==> src/rtl/uart_tx_cfg_if.sv <==
// Valid/ready word handshake plus serial line and status for the configurable UART transmitter.
interface uart_tx_cfg_if #(
  parameter int unsigned DATA_BITS = 8
) ();
  logic [DATA_BITS-1:0] tx_data;
  logic                 tx_valid;
  logic                 tx_ready;
  logic                 tx;
  logic                 busy;
  logic                 tx_done;

  modport master (
    output tx_data,
    output tx_valid,
    input  tx_ready,
    input  tx,
    input  busy,
    input  tx_done
  );

  modport slave (
    input  tx_data,
    input  tx_valid,
    output tx_ready,
    output tx,
    output busy,
    output tx_done
  );
endinterface

==> src/rtl/uart_tx_cfg.sv <==
// UART transmitter with configurable data bits, parity and stop bits, fed by a valid/ready
// handshake. The serial line is registered and follows the next state, so tx=0 appears the
// cycle after acceptance.
module uart_tx_cfg #(
  parameter int unsigned SYS_CLK_HZ = 50000000,
  parameter int unsigned BAUD_RATE  = 9600,
  parameter int unsigned DATA_BITS  = 8,
  parameter int unsigned PARITY     = 0,
  parameter int unsigned STOP_BITS  = 1
) (
  input  logic          sys_clk,
  input  logic          sys_rst_n,
  uart_tx_cfg_if.slave  bus
);

  localparam int unsigned DIV  = SYS_CLK_HZ / BAUD_RATE;
  localparam int unsigned CntW = (DIV > 1) ? $clog2(DIV) : 1;
  localparam int unsigned BitW = $clog2(DATA_BITS);
  localparam logic [CntW-1:0] BaudLast = CntW'(DIV - 1);
  localparam logic [BitW-1:0] LastBit  = BitW'(DATA_BITS - 1);

  if (DIV < 2) begin : g_chk_div
    $fatal(1, "uart_tx_cfg: SYS_CLK_HZ/BAUD_RATE must be at least 2");
  end
  if (DATA_BITS < 5 || DATA_BITS > 9) begin : g_chk_data
    $fatal(1, "uart_tx_cfg: DATA_BITS must be 5..9");
  end
  if (PARITY > 2) begin : g_chk_parity
    $fatal(1, "uart_tx_cfg: PARITY must be 0..2");
  end
  if (STOP_BITS < 1 || STOP_BITS > 2) begin : g_chk_stop
    $fatal(1, "uart_tx_cfg: STOP_BITS must be 1 or 2");
  end

  typedef enum logic [2:0] {StIdle, StStart, StData, StParity, StStop} state_e;

  state_e               state_q, state_d;
  logic [CntW-1:0]      baud_q, baud_d;
  logic [BitW-1:0]      bit_q, bit_d;
  logic                 stop_q, stop_d;
  logic [DATA_BITS-1:0] shreg_q, shreg_d;
  logic                 par_q, par_d;
  logic                 tx_q, tx_d;
  logic                 done_q, done_d;
  logic                 bit_end;

  assign bit_end = (baud_q == BaudLast);

  always_comb begin
    state_d = state_q;
    baud_d  = '0;
    bit_d   = bit_q;
    stop_d  = stop_q;
    shreg_d = shreg_q;
    par_d   = par_q;
    done_d  = 1'b0;

    if (state_q != StIdle) begin
      baud_d = bit_end ? '0 : baud_q + 1'b1;
    end

    unique case (state_q)
      StIdle: begin
        if (bus.tx_valid) begin
          state_d = StStart;
          shreg_d = bus.tx_data;
          par_d   = (^bus.tx_data) ^ (PARITY == 1);
        end
      end
      StStart: begin
        if (bit_end) state_d = StData;
      end
      StData: begin
        if (bit_end) begin
          shreg_d = shreg_q >> 1;
          if (bit_q == LastBit) begin
            bit_d   = '0;
            state_d = (PARITY != 0) ? StParity : StStop;
          end else begin
            bit_d = bit_q + 1'b1;
          end
        end
      end
      StParity: begin
        if (bit_end) state_d = StStop;
      end
      StStop: begin
        if (bit_end) begin
          if (STOP_BITS == 1 || stop_q) begin
            stop_d  = 1'b0;
            state_d = StIdle;
            done_d  = 1'b1;
          end else begin
            stop_d = 1'b1;
          end
        end
      end
      default: state_d = StIdle;
    endcase

    // Line level is derived from the next state so tx stays a clean flop output.
    unique case (state_d)
      StStart:  tx_d = 1'b0;
      StData:   tx_d = shreg_d[0];
      StParity: tx_d = par_d;
      default:  tx_d = 1'b1;
    endcase
  end

  always_ff @(posedge sys_clk or negedge sys_rst_n) begin
    if (!sys_rst_n) begin
      state_q <= StIdle;
      baud_q  <= '0;
      bit_q   <= '0;
      stop_q  <= 1'b0;
      shreg_q <= '0;
      par_q   <= 1'b0;
      tx_q    <= 1'b1;
      done_q  <= 1'b0;
    end else begin
      state_q <= state_d;
      baud_q  <= baud_d;
      bit_q   <= bit_d;
      stop_q  <= stop_d;
      shreg_q <= shreg_d;
      par_q   <= par_d;
      tx_q    <= tx_d;
      done_q  <= done_d;
    end
  end

  assign bus.tx       = tx_q;
  assign bus.tx_ready = (state_q == StIdle);
  assign bus.busy     = (state_q != StIdle);
  assign bus.tx_done  = done_q;

endmodule

==> src/flat_wrapper.sv <==
// flat-port wrapper written by rule: the top's interface ports become plain ports
module uart_tx_cfg_flat 
#(
  parameter int unsigned SYS_CLK_HZ = 50000000,
  parameter int unsigned BAUD_RATE  = 9600,
  parameter int unsigned DATA_BITS  = 8,
  parameter int unsigned PARITY     = 0,
  parameter int unsigned STOP_BITS  = 1
)
  (sys_clk, sys_rst_n, bus_tx_data, bus_tx_valid, bus_tx_ready, bus_tx, bus_busy, bus_tx_done);
  uart_tx_cfg_if #(.DATA_BITS(DATA_BITS)) bus_i ();
  input  logic sys_clk;
  input  logic sys_rst_n;
  input wire logic [$bits(bus_i.tx_data)-1:0] bus_tx_data;
  input wire logic [$bits(bus_i.tx_valid)-1:0] bus_tx_valid;
  output wire logic [$bits(bus_i.tx_ready)-1:0] bus_tx_ready;
  output wire logic [$bits(bus_i.tx)-1:0] bus_tx;
  output wire logic [$bits(bus_i.busy)-1:0] bus_busy;
  output wire logic [$bits(bus_i.tx_done)-1:0] bus_tx_done;
  assign bus_i.tx_data = bus_tx_data;
  assign bus_i.tx_valid = bus_tx_valid;
  assign bus_tx_ready = bus_i.tx_ready;
  assign bus_tx = bus_i.tx;
  assign bus_busy = bus_i.busy;
  assign bus_tx_done = bus_i.tx_done;
  uart_tx_cfg #(.SYS_CLK_HZ(SYS_CLK_HZ), .BAUD_RATE(BAUD_RATE), .DATA_BITS(DATA_BITS), .PARITY(PARITY), .STOP_BITS(STOP_BITS)) u_core (.sys_clk(sys_clk), .sys_rst_n(sys_rst_n), .bus(bus_i));
endmodule
==> config.mk <==
export PLATFORM = sky130hd
export DESIGN_NAME = uart_tx_cfg_flat
export DESIGN_NICKNAME = d
export VERILOG_FILES = /design/src/rtl/uart_tx_cfg_if.sv /design/src/rtl/uart_tx_cfg.sv /design/src/flat_wrapper.sv
export SDC_FILE = /design/constraint.sdc
export NUM_CORES = 1
export LEC_CHECK = 0
export ABC_AREA = 1
export CORE_MARGIN = 2
export CORE_UTILIZATION = 30
export CTS_BUF_LIST = sky130_fd_sc_hd__clkbuf_2
export DETAILED_ROUTE_END_ITERATION = 10
export PLACE_DENSITY = 0.46
export SKIP_CTS_REPAIR_TIMING = 1
export SLEW_MARGIN = 20
export SYNTH_ARGS = -nofsm -noshare
export SYNTH_HDL_FRONTEND = slang
export SYNTH_SLANG_ARGS = --single-unit
==> constraint.sdc <==
create_clock -name sys_clk -period 1.8 [get_ports sys_clk]
set_input_delay 0.36 -clock sys_clk [delete_from_list [all_inputs] [get_ports sys_clk]]
set_output_delay 0.36 -clock sys_clk [all_outputs]
set_load 0.01 [all_outputs]
==> reports/metrics.yaml <==
final_layout:
  area_growth_syn_to_layout_pct: 19.9
  final_cells: 354
  num-nets-final: 294
  layout-drive-gt1-share_pct: 12.9
  multi_input_area_um2: 907
  fillers: 649
  regArea_um2: 752
  n_antenna_cell: 0
  final_area_um2: 2170
setup_path:
  r2r_cells: 8
  startpoint: "u_core.state_q[1]$_DFF_PN0_"
  reg2reg_to: "u_core.bit_q[0]$_DFFE_PN0P_"
  crit_fanout: 3
  worstPathRequired_ps: 1440
  cp_data_arrival_time_ps: 1270
  regToRegSetupSlack_ps: 200
  startpoint_type: "register"
  timing.rr.start: "u_core.baud_q[0]$_DFF_PN0_"
  worstSetupPathType: "register to output port"
  cp-end-kind: "output port"
synthesis:
  synth_fp_nets: 265
  avgSynthCellArea_um2: 7.22
  synth_compound_area_share_pct: 10.2
  yosys.area_share.simple_pct: 35.8
  seq_area_frac_synth_pct: 41.5
  ys.warnings.count: 0
  synth_top_area_share_pct: 40.0
  synth_edf_count: 0
  synth.distinct_cells: 34
  synth_mux_area_share_pct: 0
  ys_seq_elements: 30
  synthesis.instances: 251
  synth_area_um2: 1810
  synthFlopType: "dfrtp_1"
  synthXorXnorAreaFrac_pct: 1.45
  async_reset_ff_share_pct: 100
  synth_top_area_cell: "dfrtp_1"
  synth_top_family_by_area: "simple AND/OR/NAND/NOR gates"
  synthTopCellsByArea: "dfrtp_1 40%, nand2_1 17%, nor2_1 7.5%"
  synthAdderAreaFrac_pct: 2.07
global_routing:
  grt_first_pass_wirelength_mm: 6.69
  grt-ovfl-total: 0
  grt_max_degree: 14
  globalRouteTotalUtil_pct: 13.2
  antenna_found_initial: 0
  grt_pass1_vias: 1484
power:
  powerDensity_nw_per_um2: 730
  switching_share_pct: 33.9
  ir_drop_uv: 328
  p_leak_nw: 1.12
  pwr-share-clk_pct: 18.6
  p_switching_mw: 0.537
  seqPwrFrac_pct: 55.5
  comb_power_share_pct: 25.9
  p_int_mw: 1.05
drt:
  drt-pass1-iter-count: 4
  drtAntennaViolNets: 0
  drc: 0
  wl_per_cell_um: 10.9
  vias_per_cell: 4.46
  vias: 1580
  drt_iter0_drc: 60
  wl_mm: 3.85
run_status:
  status: "finished, final reports clean"
timing:
  post-route-period-util_pct: 90.5
  skew_ps: 10.4
  finalSetupViolCount: 0
  hold_viol_final: 0
  worstMarginPinSlew_ps: 426
  rsz0062_at_grt: "false"
  timing.slew.headroom_pct: 71.5
  slew_viol_final: 0
  clock.fmax_ghz: 0.614
  fin_crit_ps: 1630
die:
  row_count: 28
  start_util_pct: 30.8
  die_w_um: 81.7
  die-area_um2: 6680
  core-area_um2: 5890
  die_y_um: 81.7
  ios: 15
cts:
  cts_buffers: 5
  path_clk_slew_ps: 150
  cts_sinks: 30
  cts_tree: "built"
  ctsLongestPathBuffers: 2
  clk_latency_ps: 350
  cts_max_level: 2
  cts-root-buf: "clkbuf_2"
placement:
  portBuffers: 14
  hpwl_mm: 3.09
  place_inst: 345
  gp_congestion: 0.790
  placed_cell_area_um2: 2090
min_path:
  hold_path_class: "input port to asynchronous set/reset pin"
flow_run:
  maxCapViolations: 0
-- stage by stage --
step                power, mW  utilization, %  setup slack (ps)  hold WS (ps)  TNS, ps
finish                   1.59            36.9               171           300        0
global route             1.72            36.9              18.3           263        0
CTS                      1.62            36.1              -284           273     -437
detailed placement       1.31            35.6               152           453        0
global placement         1.31            35.6               156           445        0
floorplan                1.17               -               377          64.4        0
-- worst max-delay path, stage by stage, from the launching register on --
cell            delay [ps]
dfrtp_1                440
nor2_4                 150
nand2_4                 90
inv_4                   80
dlymetal6s2s_1         160
-- layout make-up --
| type | count | share of cell area (%) |
|---|---|---|
| clock buffer | 5 | 1.15 |
| clock inverter | 1 | 0.173 |
| inverter | 39 | 6.97 |
| multi-input combinational | 181 | 41.7 |
| sequential | 30 | 34.6 |
| tap | 75 | 4.32 |
| timing repair buffer | 23 | 11.1 |
-- metal layers --
layer,part of all wire (%),GRT usage [%],vias to the layer above
li1,-,-,848
met1,53,18.6,703
met2,42,19.3,23
met3,3.4,3.96,6
met4,1.2,4.00,0
met5,0,0,-
-- registers in the layout (all words and copies together) (netlist names) --
signal	cells
u_core.baud_q	13
u_core.shreg_q	8
u_core.bit_q	3
u_core.state_q	3
u_core.bus.tx	1
u_core.bus.tx_done	1
u_core.par_q	1
-- cells in the mapped netlist (2+ instances only) --
| library cell | n |
|---|---|
| nand2_1 | 81 |
| nor2_1 | 36 |
| inv_1 | 32 |
| dfrtp_1 | 29 |
| nand3_1 | 13 |
| o21ai_0 | 8 |
| a21oi_1 | 7 |
| inv_2 | 5 |
| o211ai_1 | 5 |
| ha_1 | 3 |
| nand2_4 | 3 |
| nand4_1 | 3 |
| inv_4 | 2 |
| nor2_2 | 2 |
| nor3_1 | 2 |
| xor2_1 | 2 |
-- kinds of logic after synthesis --
kind of cell | Yosys count
AOI/OAI and AO/OA | 28
xor gates and xnor gates | 3
adders and majority gates | 3
buffers and inverters | 40
DFF | 30
and+or+nand+nor | 147
-- worst max-delay path by stage --
stage	end	slack, ps	depth (start not counted)
after floorplan	u_core.bit_q[0]$_DFFE_PN0P_	380	8
after global placement	bus_tx_ready	160	4
after detailed placement	bus_tx_ready	150	4
after CTS	bus_tx_ready	-280	4
after global routing	u_core.bus.tx$_DFF_PN1_	20	9
final	bus_tx_ready	170	4
-- cell usage in the layout (no fill, tap or decap), drive strengths merged, types with 2 or more instances in the layout --
cell | netlist | final
dfrtp | 29 | 29
buf | 1 | 9
o21ai | 11 | 11
xor2 | 2 | 2
inv | 39 | 39
nor3 | 3 | 3
nand4 | 3 | 3
a21oi | 7 | 7
nor2 | 39 | 39
ha | 3 | 3
o211ai | 6 | 6
clkdlybuf4s50 | 0 | 11
nand3 | 14 | 14
nand2 | 85 | 85
clkbuf | 0 | 5
dlymetal6s2s | 0 | 3
-- power by group through the flow --
stage                     clock network [mW]  registers (mW)  logic (mW)
after floorplan                            0           0.875       0.290
after global placement                     0           0.890       0.418
after detailed placement                   0           0.893       0.416
after CTS                              0.318           0.878       0.419
after global routing                   0.352           0.893       0.476
final                                  0.296           0.880       0.411
Note: power is estimated with default switching activity, not from simulation.
